===== src/rtl/pll_rst_pkg.sv =====
// Shared types and constants for the PLL reset/lock sequencer.
//   state_t       : sequencer states, one-hot encoded
//   RETRY_W       : width of the retry (lock timeout) counter
//   LOSS_CNT_W    : width of the lock-loss event counter
//   LOSS_CNT_MAX  : saturation value of the lock-loss counter
package pll_rst_pkg;

   typedef enum logic [4:0] {
      PLL_RST   = 5'b00001,
      WAIT_LOCK = 5'b00010,
      STABLE    = 5'b00100,
      RUN       = 5'b01000,
      FAULT     = 5'b10000
   } state_t;

   localparam int RETRY_W    = 4;
   localparam int LOSS_CNT_W = 8;
   localparam logic [LOSS_CNT_W-1:0] LOSS_CNT_MAX = 8'd255;

endpackage


===== src/rtl/sync_2ff.sv =====
// Two-flop synchroniser for level signals entering the local clock domain.
// Ports:
//   clk : destination clock
//   rst : asynchronous, active-high reset; both stages clear to 0
//   d   : asynchronous input
//   q   : synchronised output, two clk edges behind d
module sync_2ff #(
   parameter int W = 1
) (
   input  logic         clk,
   input  logic         rst,
   input  logic [W-1:0] d,
   output logic [W-1:0] q
);

   logic [W-1:0] meta;

   always_ff @(posedge clk or posedge rst) begin
      if (rst) begin
         meta <= '0;
         q    <= '0;
      end else begin
         meta <= d;
         q    <= meta;
      end
   end

endmodule


===== src/rtl/pll_reset_ctrl.sv =====
// PLL reset and lock sequencer. Pulses the PLL reset, waits for lock, requires
// lock to stay stable before releasing the system reset, detects lock loss,
// retries on lock timeout and enters a sticky FAULT after repeated timeouts.
// Ports:
//   clkin         : 50 MHz reference clock (same clock that feeds the PLL)
//   reset         : asynchronous, active-high reset
//   lock          : PLL lock, asynchronous, synchronised internally
//   restart       : single-cycle pulse, leaves FAULT (ignored elsewhere)
//   pll_reset     : PLL reset input, active-high
//   sys_reset     : system reset for downstream logic, active-high, clkin domain
//   ready         : high only in RUN
//   fault         : high only in FAULT
//   retry_cnt     : lock timeouts seen during the current bring-up
//   lock_loss_cnt : lock losses seen while in RUN, saturating
module pll_reset_ctrl
   import pll_rst_pkg::*;
#(
   parameter int RST_PULSE_CYC    = 16,
   parameter int LOCK_TIMEOUT_CYC = 50000,
   parameter int LOCK_STABLE_CYC  = 1024,
   parameter int MAX_RETRIES      = 4,
   parameter int CNT_W            = 16
) (
   input  logic                  clkin,
   input  logic                  reset,
   input  logic                  lock,
   input  logic                  restart,
   output logic                  pll_reset,
   output logic                  sys_reset,
   output logic                  ready,
   output logic                  fault,
   output logic [RETRY_W-1:0]    retry_cnt,
   output logic [LOSS_CNT_W-1:0] lock_loss_cnt
);

   localparam logic [CNT_W-1:0]   RST_LAST     = CNT_W'(RST_PULSE_CYC - 1);
   localparam logic [CNT_W-1:0]   TIMEOUT_LAST = CNT_W'(LOCK_TIMEOUT_CYC - 1);
   localparam logic [CNT_W-1:0]   STABLE_LAST  = CNT_W'(LOCK_STABLE_CYC - 1);
   localparam logic [RETRY_W-1:0] RETRY_LIMIT  = RETRY_W'(MAX_RETRIES);

   state_t                  state_q, state_d;
   logic [CNT_W-1:0]        cnt_q;
   logic [RETRY_W-1:0]      retry_d;
   logic [LOSS_CNT_W-1:0]   loss_d;
   logic                    lock_s;

   sync_2ff #(.W(1)) u_lock_sync (
      .clk (clkin),
      .rst (reset),
      .d   (lock),
      .q   (lock_s)
   );

   // Next state and next counter values. Lock events take priority over the
   // counter expiring in both WAIT_LOCK and STABLE.
   always_comb begin
      state_d = state_q;
      retry_d = retry_cnt;
      loss_d  = lock_loss_cnt;
      unique case (state_q)
         PLL_RST: begin
            if (cnt_q == RST_LAST) state_d = WAIT_LOCK;
         end
         WAIT_LOCK: begin
            if (lock_s) begin
               state_d = STABLE;
            end else if (cnt_q == TIMEOUT_LAST) begin
               retry_d = retry_cnt + 1'b1;
               state_d = (retry_d == RETRY_LIMIT) ? FAULT : PLL_RST;
            end
         end
         STABLE: begin
            if (!lock_s) begin
               state_d = WAIT_LOCK;
            end else if (cnt_q == STABLE_LAST) begin
               state_d = RUN;
               retry_d = '0;
            end
         end
         RUN: begin
            if (!lock_s) begin
               state_d = PLL_RST;
               if (lock_loss_cnt != LOSS_CNT_MAX) loss_d = lock_loss_cnt + 1'b1;
            end
         end
         FAULT: begin
            if (restart) begin
               state_d = PLL_RST;
               retry_d = '0;
            end
         end
         default: state_d = PLL_RST;
      endcase
   end

   // State, counter and outputs share one register stage; outputs decode the
   // next state so they move on the same edge as the transition.
   always_ff @(posedge clkin or posedge reset) begin
      if (reset) begin
         state_q       <= PLL_RST;
         cnt_q         <= '0;
         pll_reset     <= 1'b1;
         sys_reset     <= 1'b1;
         ready         <= 1'b0;
         fault         <= 1'b0;
         retry_cnt     <= '0;
         lock_loss_cnt <= '0;
      end else begin
         state_q       <= state_d;
         cnt_q         <= (state_d != state_q) ? '0 : cnt_q + 1'b1;
         pll_reset     <= (state_d == PLL_RST) || (state_d == FAULT);
         sys_reset     <= (state_d != RUN);
         ready         <= (state_d == RUN);
         fault         <= (state_d == FAULT);
         retry_cnt     <= retry_d;
         lock_loss_cnt <= loss_d;
      end
   end

endmodule


===== config.mk =====
export PLATFORM = sky130hd
export DESIGN_NAME = pll_reset_ctrl
export DESIGN_NICKNAME = d
export VERILOG_FILES = /design/src/rtl/pll_rst_pkg.sv /design/src/rtl/sync_2ff.sv /design/src/rtl/pll_reset_ctrl.sv
export SDC_FILE = /design/constraint.sdc
export NUM_CORES = 1
export LEC_CHECK = 0
export CAP_MARGIN = 20
export CORE_AREA = 10 10 105 107
export DETAILED_ROUTE_END_ITERATION = 8
export DIE_AREA = 0 0 115 117
export SYNTH_ARGS = -nofsm -noshare
export SYNTH_HDL_FRONTEND = slang
export SYNTH_HIERARCHICAL = 1
export SYNTH_SLANG_ARGS = --single-unit

===== constraint.sdc =====
create_clock -name clkin -period 3.8 [get_ports clkin]
set_clock_uncertainty 0.05 [all_clocks]
set_input_delay 0.76 -clock clkin [delete_from_list [all_inputs] [get_ports clkin]]
set_output_delay 0.76 -clock clkin [all_outputs]
set_load 0.01 [all_outputs]

Word-level counts from Yosys, hierarchy flattened --
Index checks and enable logic that the tools add are counted.
Storage, ports and cells: flip-flop bits (word level) 39, bits in latches 0, RAM bits 0, memory bits (read-only) 0, input bits 4, output and inout port bits 16, logic and storage cells 54, memories 0
Cells by class: add/subtract/negate cells 3, multipliers 0, divide/modulo/power cells 0, magnitude comparators 0, equality and inequality tests 20, shift operators 0, multiplexer cells 16, bitwise logic cells 1, reduce and logical (&&, ||, !) cells 4
Operators with widths (count):
- 2-to-1 mux 5 bit | 8
- one-hot mux 5 bit (5 select lines) | 1
- 2-to-1 mux 4 bit | 5
- adder 16 x 1 -> 16 bit (second input constant) | 1
- equality test 16 x 10 -> 1 bit (second input constant) | 1
- equality test 16 bit (second input constant) | 1
- equality test 16 x 4 -> 1 bit (second input constant) | 1
- 2-to-1 mux 16 bit | 1
- one-hot mux 4 bit (3 select lines) | 1
- equality test 5 x 1 -> 1 bit (second input constant) | 2
- equality test 5 x 4 -> 1 bit (second input constant) | 2
- equality test 5 bit (second input constant) | 2
- adder 8 x 1 -> 8 bit (second input constant) | 1
- inequality test 2 bit (second input constant) | 4
- inequality test 8 bit (second input constant) | 1
- AND reduction 6 bit | 1
- equality test 5 x 2 -> 1 bit (second input constant) | 1
- equality test 5 x 3 -> 1 bit (second input constant) | 1
- inequality test 5 x 4 -> 1 bit (second input constant) | 1
- inequality test 5 bit | 1
- adder 4 x 1 -> 4 bit (second input constant) | 1
- equality test 4 x 3 -> 1 bit (second input constant) | 1
- AND reduction 3 bit | 1
- nonzero test 3 bit | 1
- other kinds (3) | 3

Depth between registers and ports, before layout --
Gate-level depths: netlist of run 1.
word-level depth 8, gate-level depth with buffers 7, depth with buffers taken out 6

By module --
The synthesis of run 1 kept the hierarchy.
By module, submodules not included:
- pll_reset_ctrl | instances 1, cells each 210, area an instance 2142.1 sq um, seq. area each 929.6 sq um
- sync_2ff | instances 1, cells each 3, area an instance 53.8 sq um, seq. area each 50.0 sq um

Worst setup path after synthesis of run 1 --
No wires, ideal clock.
path kind register to register, start reg cnt_q[0], end reg cnt_q[1], library setup time 0.132 ns, arrival time 1.878 ns, data required time 3.618 ns, slack 1.740 ns, cell stages (with the launch flop) 8, buffers on the path 1, period minus slack after synthesis 2.060 ns, path through dfrtp_1 -> ha_1 -> nand3_2 -> nor4_4 -> nor3_2 -> o311ai_4 -> buf_4 -> nor3b_1
Between the ends: longest elaborated chain between the ends 6, elaborated cells on any way between the ends 12, those cells by class add/sub (1); eq/ne (4); mux (7)
Ends and longest elaborated chain:
- from (decl) | RTL line pll_reset_ctrl.sv:42 | logic [CNT_W-1:0] cnt_q;
- from (signal assigned) | RTL line pll_reset_ctrl.sv:110 | cnt_q <= (state_d != state_q) ? '0 : cnt_q + 1'b1;
- equality test 16 x 10 -> 1 bit or equality test 16 bit (tied branches) | RTL line pll_reset_ctrl.sv:75, pll_reset_ctrl.sv:67
- 2-to-1 mux 5 bit (on tied branches) | RTL line pll_reset_ctrl.sv:75, pll_reset_ctrl.sv:67
- 2-to-1 mux 5 bit (on tied branches) | RTL line pll_reset_ctrl.sv:73, pll_reset_ctrl.sv:65
- one-hot mux 5 bit (5 select lines) | RTL line pll_reset_ctrl.sv:60 | unique case (state_q)
- inequality test 5 bit | RTL line pll_reset_ctrl.sv:110
- 2-to-1 mux 16 bit * | RTL line pll_reset_ctrl.sv:110
Every way passes the cells marked *; elsewhere a longest branch is shown, timed or not. A chain may end at the register's enable or synchronous reset.

Worst setup path after layout of run 1 --
start reg cnt_q[0], end reg cnt_q[11]
The elaborated chain is that of the path after synthesis.

==> results of run 1 <==
[layout by cell type, fill, tap and decap left out, types with 4 or more instances in the layout]
cell type	count
nand2_1	10
o31ai_1	6
dfrtp_1	36
nor2_1	12
clkbuf_8	6
xnor2_1	16
nand4_1	10
and2_1	4
xor2_1	7
nor3_1	19
inv_1	8
nand3_1	10
nor4_1	5
clkdlybuf4s50_1	19
[state kept, by name, summed over array words and instances (netlist names)]
name	cells
pll_reset	1
retry_cnt	4
state_q	5
ready	1
sys_reset	1
lock_loss_cnt	8
u_lock_sync/meta	1
u_lock_sync/q	1
cnt_q	16
fault	1
[per-layer routing]
metal | wire length (µm) | track usage [%] | vias up
met5 | 0 | 0 | -
met4 | 51 | 2.06 | 0
met2 | 2250 | 12.2 | 33
li1 | - | - | 814
met1 | 2040 | 8.64 | 808
met3 | 202 | 2.19 | 6
[power breakdown]
part	switching (W)	total, W	internal (W)
Combinational	0.000123	0.000226	0.000103
Sequential	0.0000528	0.000516	0.000463
Clock	0.000146	0.000358	0.000213
[cells by family (layout without fill, tap and decap cells)]
| family | Yosys count | in the layout | share of synthesized area (%) |
|---|---|---|---|
| xor gates and xnor gates | 23 | 23 | 9.17 |
| muxes | 1 | 1 | 0.513 |
| and+or+nand+nor | 102 | 102 | 29.7 |
| DFF | 39 | 39 | 44.6 |
| AOI/OAI and AO/OA | 26 | 26 | 10.0 |
| adders and majority gates | 3 | 3 | 1.71 |
| buffers and inverters | 19 | 36 | 4.22 |
[how the worst min path moves through the flow]
stage          cells past startpoint       endpoint  slack [ps]
4_1_cts                            0  u_lock_sync/q         300
5_1_grt                            0  u_lock_sync/q         320
3_3_place_gp                       0  u_lock_sync/q         290
2_1_floorplan                      0  u_lock_sync/q         280
3_5_place_dp                       0  u_lock_sync/q         280
6_report                           0  u_lock_sync/q         300
[cell usage after synthesis (4+ instances only)]
library cell,n,area (µm²)
xnor2_1,16,140
clkbuf_1,5,18.8
nand4_1,10,62.6
dfrtp_1,36,901
nor4_1,5,31.3
xor2_1,7,61.3
nand2_1,10,37.5
nand3_1,10,50.1
inv_1,8,30.0
nor2_1,12,45.0
nor3_1,19,95.1
and2_1,4,25.0
o31ai_1,6,45.0
[cell type report]
cell class / instances / area share (%)
inverters: 8 / 1.16
well taps: 111 / 5.37
repair buffers: 20 / 7.64
clock buffers: 6 / 3.19
clock inverters: 2 / 1.35
flip-flops and latches: 39 / 37.9
multi-input cells: 155 / 43.4
[metrics by stage]
stage / std cells / power, W / worst slack [ps] / cell area, µm² / hold slack (ps)
floorplan: 213 / 0.000697 / 1740 / 2200 / 281
CTS: 341 / 0.00111 / 1260 / 2590 / 303
detailed placement: 333 / 0.000751 / 1180 / 2470 / 285
global route: 341 / 0.00117 / 1050 / 2590 / 325
global placement: 333 / 0.000744 / 1230 / 2470 / 288
finish: 341 / 0.00110 / 1290 / 2590 / 302
==> key figures, run 1 <==
Run status
  • Run status: finished, final reports clean

Setup path
  • Crit-path cells: ha_1, nand3_2, nor4_4, nor3_2, o311ai_4, nor3_1
  • Crit Path Max Fanout: 16
  • Critical Path Max Stage Delay: around 670 ps
  • FF-to-FF End: cnt_q[11]
  • Critical setup path kind: register to register
  • CP endpoint kind: register
  • Setup crit end: cnt_q[11]
  • Worst Setup Start Kind: register
  • Flop-to-flop setup slack: between 1000 and 1500 ps
  • FF-to-FF Start: cnt_q[0]
  • Stages on worst setup path: 6
  • Critical path arrival: ~2600 ps
  • Reg2reg path depth: 6
  • CP required: approximately 4000 ps
  • Slowest stage cell on the critical path: o311ai_4
  • CP bufs+invs: 0
  • Crit path from: cnt_q[0]
  • Family with the most delay on the worst path: simple AND/OR/NAND/NOR gates

Logic synthesis
  • Synth warn: 6
  • Post-synthesis sequential area ratio: between 40 and 50%
  • Syn Std Cell Area: between 2000 and 2500 µm²
  • Synth unique cells: 56
  • Number of synthesized flops with an enable pin: 0
  • Top FF cell, synth: dfrtp_1
  • Yosys reg bits: 39
  • Synth Area per Inst: just over 10 µm²
  • Cells after Synth: ~210
  • Ys async rst share: 100%
  • Syn Nets: 220

Floorplan
  • Core area: roughly 9000 µm²
  • Die Y: ~120 µm
  • Overall die width: 115 µm
  • Initial Util: 24.3%
  • Full die area: 13500 µm²
  • Row count: 35
  • IO Count: 20

Timing
  • Relative slew slack: between 50% and 60%
  • Final worst-path cycle share: 66.1%
  • Final Slew Violations: 0
  • Min Tclk post-route: roughly 2500 ps
  • Setup violators final: 0
  • Max Fclk: between 300 and 400 MHz
  • Final Hold Violating Endpoints: 0
  • Setup tns final: 0 ps
  • RSZ-0062 raised after global routing: false
  • Slew of the pin with the lowest slew margin: about 730 ps

Route
  • DRT antenna net count: 0
  • Vias per std cell: 4.87
  • Iter 0 DRT Violations: ~80
  • Drt drc: 0
  • Drt wl/cell: about 13 µm
  • Pre-Repair DR Iteration Count: 4
  • Vias post-DR: ~1.7k
  • WL final: ~4500 µm

Clock network
  • Total CTS buffers: 5
  • # hold bufs at CTS: 0
  • Post-CTS Setup Inserts: 0
  • CTS tree: done
  • Post_cts resized: 0
  • Max clock buf depth: 2
  • H-tree depth: 2
  • Clk sink count: 39
  • CTS Root Cell: clkbuf_8
  • CTS clk-pin slew, worst paths: ~80 ps
  • Worst-skew pair later-pin latency: about 290 ps

Finish
  • Synth-to-Final Area Change: 17.8%
  • Area of the multi-input gates: 1120 µm²
  • Final core occ: about 29%
  • ANT cells: 0
  • Register cell area after layout: slightly below 1000 µm²
  • Fill count: roughly 970
  • NumNets Final: about 240
  • Layout cells sized above 1: 12.6%

Job
  • Max-Cap Viols: 0

Power
  • Worst vdd ir: 139 µV
  • Static Leak: between 1 and 1.5 nW
  • Power Density: approximately 430 nW/µm²

GRT
  • Overall Global Routing Usage: roughly 7.2%
  • Initial antenna violation count: 0
  • Largest net degree at the start of global routing: 38
  • GRT Residual Overflow: 0
  • First-pass GRT wire length: 8100 µm
  • Vias in the first global route: between 1.5k and 2k

Placement
  • Final Wtd Congestion: between 0.8 and 0.9
  • Port Buf Inserts: 19
  • DP Wirelength: approximately 3300 µm

Hold path
  • Hold Path Class: register to register
  • HP Start: u_lock_sync/meta
No activity file was read; power rests on OpenSTA's default activity.
==> inputs of run 2 (changes only) <==
- clock period: 3.8 -> 2.05 ns (I/O delays scaled with it)
==> key figures, run 2 (synthesis results as in run 1) <==
Hold path
  • Hold Path Class: input pin to async pin

Floorplan
  • Full die area: 13500 µm² (unchanged)
  • Row count: 35 (unchanged)
  • Initial Util: 24.3% (unchanged)
  • Overall die width: 115 µm (unchanged)
  • Die Y: 117 µm (unchanged)
  • Core area: 9020 µm² (unchanged)
  • IO Count: 20 (unchanged)

Finish
  • ANT cells: 0 (unchanged)
  • NumNets Final: 280 (+19%)
  • Layout cells sized above 1: 36.9% (+24 points)
  • Biggest register: cnt_q
  • Synth-to-Final Area Change: 46.1%
  • Largest registers: cnt_q: 16 flops, lock_loss_cnt: 8 flops, state_q: 5 flops
  • Final core occ: 35.6% (+6.9 points)
  • Commonest non-fill, non-tap cell in the layout: buf_4
  • Fill count: 894 (-7.6%)
  • Max reg flops: 16 (unchanged)
  • Most frequent cells in the layout: 40 x buf_4, 35 x dfrtp_1, 19 x clkdlybuf4s50_1, 16 x xnor2_1, 12 x nor3_2

Route
  • Vias post-DR: 1867 (+12%)
  • Drt wl/cell: 14.5 µm (+9.2%)
  • Vias per std cell: 4.85 (-0.44%)
  • Iter 0 DRT Violations: 55 (-30%)
  • Drt drc: 0 (unchanged)
  • Pre-Repair DR Iteration Count: 4 (unchanged)
  • WL final: 5600 µm (+23%)
  • DRT antenna net count: 0 (unchanged)

Clock network
  • CTS clk-pin slew, worst paths: 80 ps (about the same)
  • H-tree depth: 2 (unchanged)
  • Total CTS buffers: 5 (unchanged)
  • Clk sink count: 39 (unchanged)
  • CTS tree: done
  • Max clock buf depth: 2 (unchanged)
  • Worst-skew pair later-pin latency: 300 ps (about the same)
  • CTS Root Cell: clkbuf_8
  • # hold bufs at CTS: 0 (unchanged)

GRT
  • Largest net degree at the start of global routing: 20 (-47%)
  • Vias in the first global route: 1870 (+12%)
  • First-pass GRT wire length: 9200 µm (+14%)
  • Initial antenna violation count: 0 (unchanged)
  • Overall Global Routing Usage: 8.34% (+1.1 points)
  • GRT Residual Overflow: 0 (unchanged)

Timing
  • RSZ-0062 raised after global routing: true
  • Setup violators final: 9 (+9)
  • Final Hold Violating Endpoints: 0 (unchanged)
  • Slew of the pin with the lowest slew margin: 562 ps (-168 ps)
  • Relative slew slack: 62.5% (+11 points)
  • Final worst-path cycle share: 101% (+35 points)
  • Final Slew Violations: 0 (unchanged)
  • Max Fclk: 482 MHz (+21%)
  • Min Tclk post-route: 2070 ps (-438 ps)
  • Post-route setup slack: -24.5 ps (-1310 ps)
  • Setup tns final: -134 ps (-134 ps)

Setup path
  • Crit Path Max Fanout: 8 (-8)
  • Critical setup path kind: register to register
  • CP endpoint kind: register
  • CP required: 2180 ps (-1710 ps)
  • Worst Setup Start Kind: register
  • Critical path arrival: 2210 ps (-390 ps)

Job
  • Max-Cap Viols: 0 (unchanged)

Power
  • Static Leak: 1.35 nW (+27%)
  • Power Density: 779 nW/µm² (+83%)
  • Worst vdd ir: 302 µV (+120%)

Run status
  • Failing checks: setup timing
  • Run status: complete, but fails checks

Placement
  • Port Buf Inserts: 19 (unchanged)
  • Final Wtd Congestion: 0.835 (+0.43%)
  • DP Wirelength: 3910 µm (+19%)
==> run 2: cell types whose count changed in the layout (fill, tap and decap cells not counted), moves of 2 or more <==
cell,before,now
buf_12,0,3
buf_4,1,40
nor3_1,19,2
nor3_2,1,12
nor3_4,0,6
nor4_1,5,2
nor4_2,0,2
o31ai_1,6,4
o31ai_2,0,2
==> run 2: timing repair <==
| action | in CTS | in global routing |
|---|---|---|
| endpoints found under the setup margin | 19 | 23 |
| pin swaps | 11 | 16 |
| setup buffers | 3 | 2 |
| cloned | 0 | 1 |
| gates resized for setup | 4 | 36 |
==> run 2: worst max-delay path, stage by stage, from the launching register on <==
cell and delay [ps]:
dfrtp_1 400, or4_4 580, nor4_4 270, nand3_2 140
a21oi_4 250, clkbuf_16 210, nor3b_1 50
==> run 2: path summary, 6_finish.rpt <==
check                                   end  slack (ps)  depth (start not counted)        startpoint
min in group clkin            u_lock_sync/q         300                          0  u_lock_sync/meta
hold / removal             u_lock_sync/meta         240                          2             reset
hold reg to reg               u_lock_sync/q         300                          0  u_lock_sync/meta
setup / recovery                   cnt_q[1]         -20                          6         cnt_q[12]
setup reg to reg                   cnt_q[1]         -20                          6         cnt_q[12]
max in group asynchronous  lock_loss_cnt[2]        1000                          3             reset
==> run 2: routing by layer <==
metal | routed length [µm] | track usage, % | vias up | share of wire, %
met1 | 2330 | 9.97 | 924 | 42
met2 | 2930 | 14.2 | 35 | 52
li1 | - | - | 902 | -
met3 | 273 | 2.34 | 6 | 4.9
met5 | 0 | 0 | - | 0
met4 | 60 | 2.48 | 0 | 1.1
==> run 2: final cells by class <==
type,count,area (µm²),share of cell area (%)
multi-input cells,155,1340,41.6
repair buffers,64,587,18.3
well taps,111,139,4.33
clock buffers,5,68.8,2.15
clock inverters,3,67.6,2.11
inverters,8,30.0,0.936
flip-flops and latches,39,981,30.6
==> run 2: where the power goes <==
part	switching, W	internal [W]
Sequential	0.0000775	0.000859
Combinational	0.000398	0.000397
Clock	0.000282	0.000485
==> run 2: stage by stage <==
step	hold WS (ps)	instance area [µm²]	worst slack (ps)	std cells	power (W)
finish	236	3210	-24.5	385	0.00250
global route	243	3210	-113	385	0.00265
CTS	236	2980	-117	382	0.00237
detailed placement	290	2790	-249	371	0.00154
global placement	287	2790	-168	371	0.00152
floorplan	101	2200	-1.96	213	0.00130
==> inputs of run 3 (changes only) <==
- CAP_MARGIN: 20 -> default
==> results of run 3 <==
No change in the layout: final DEF, timing and power equal those of run 2.
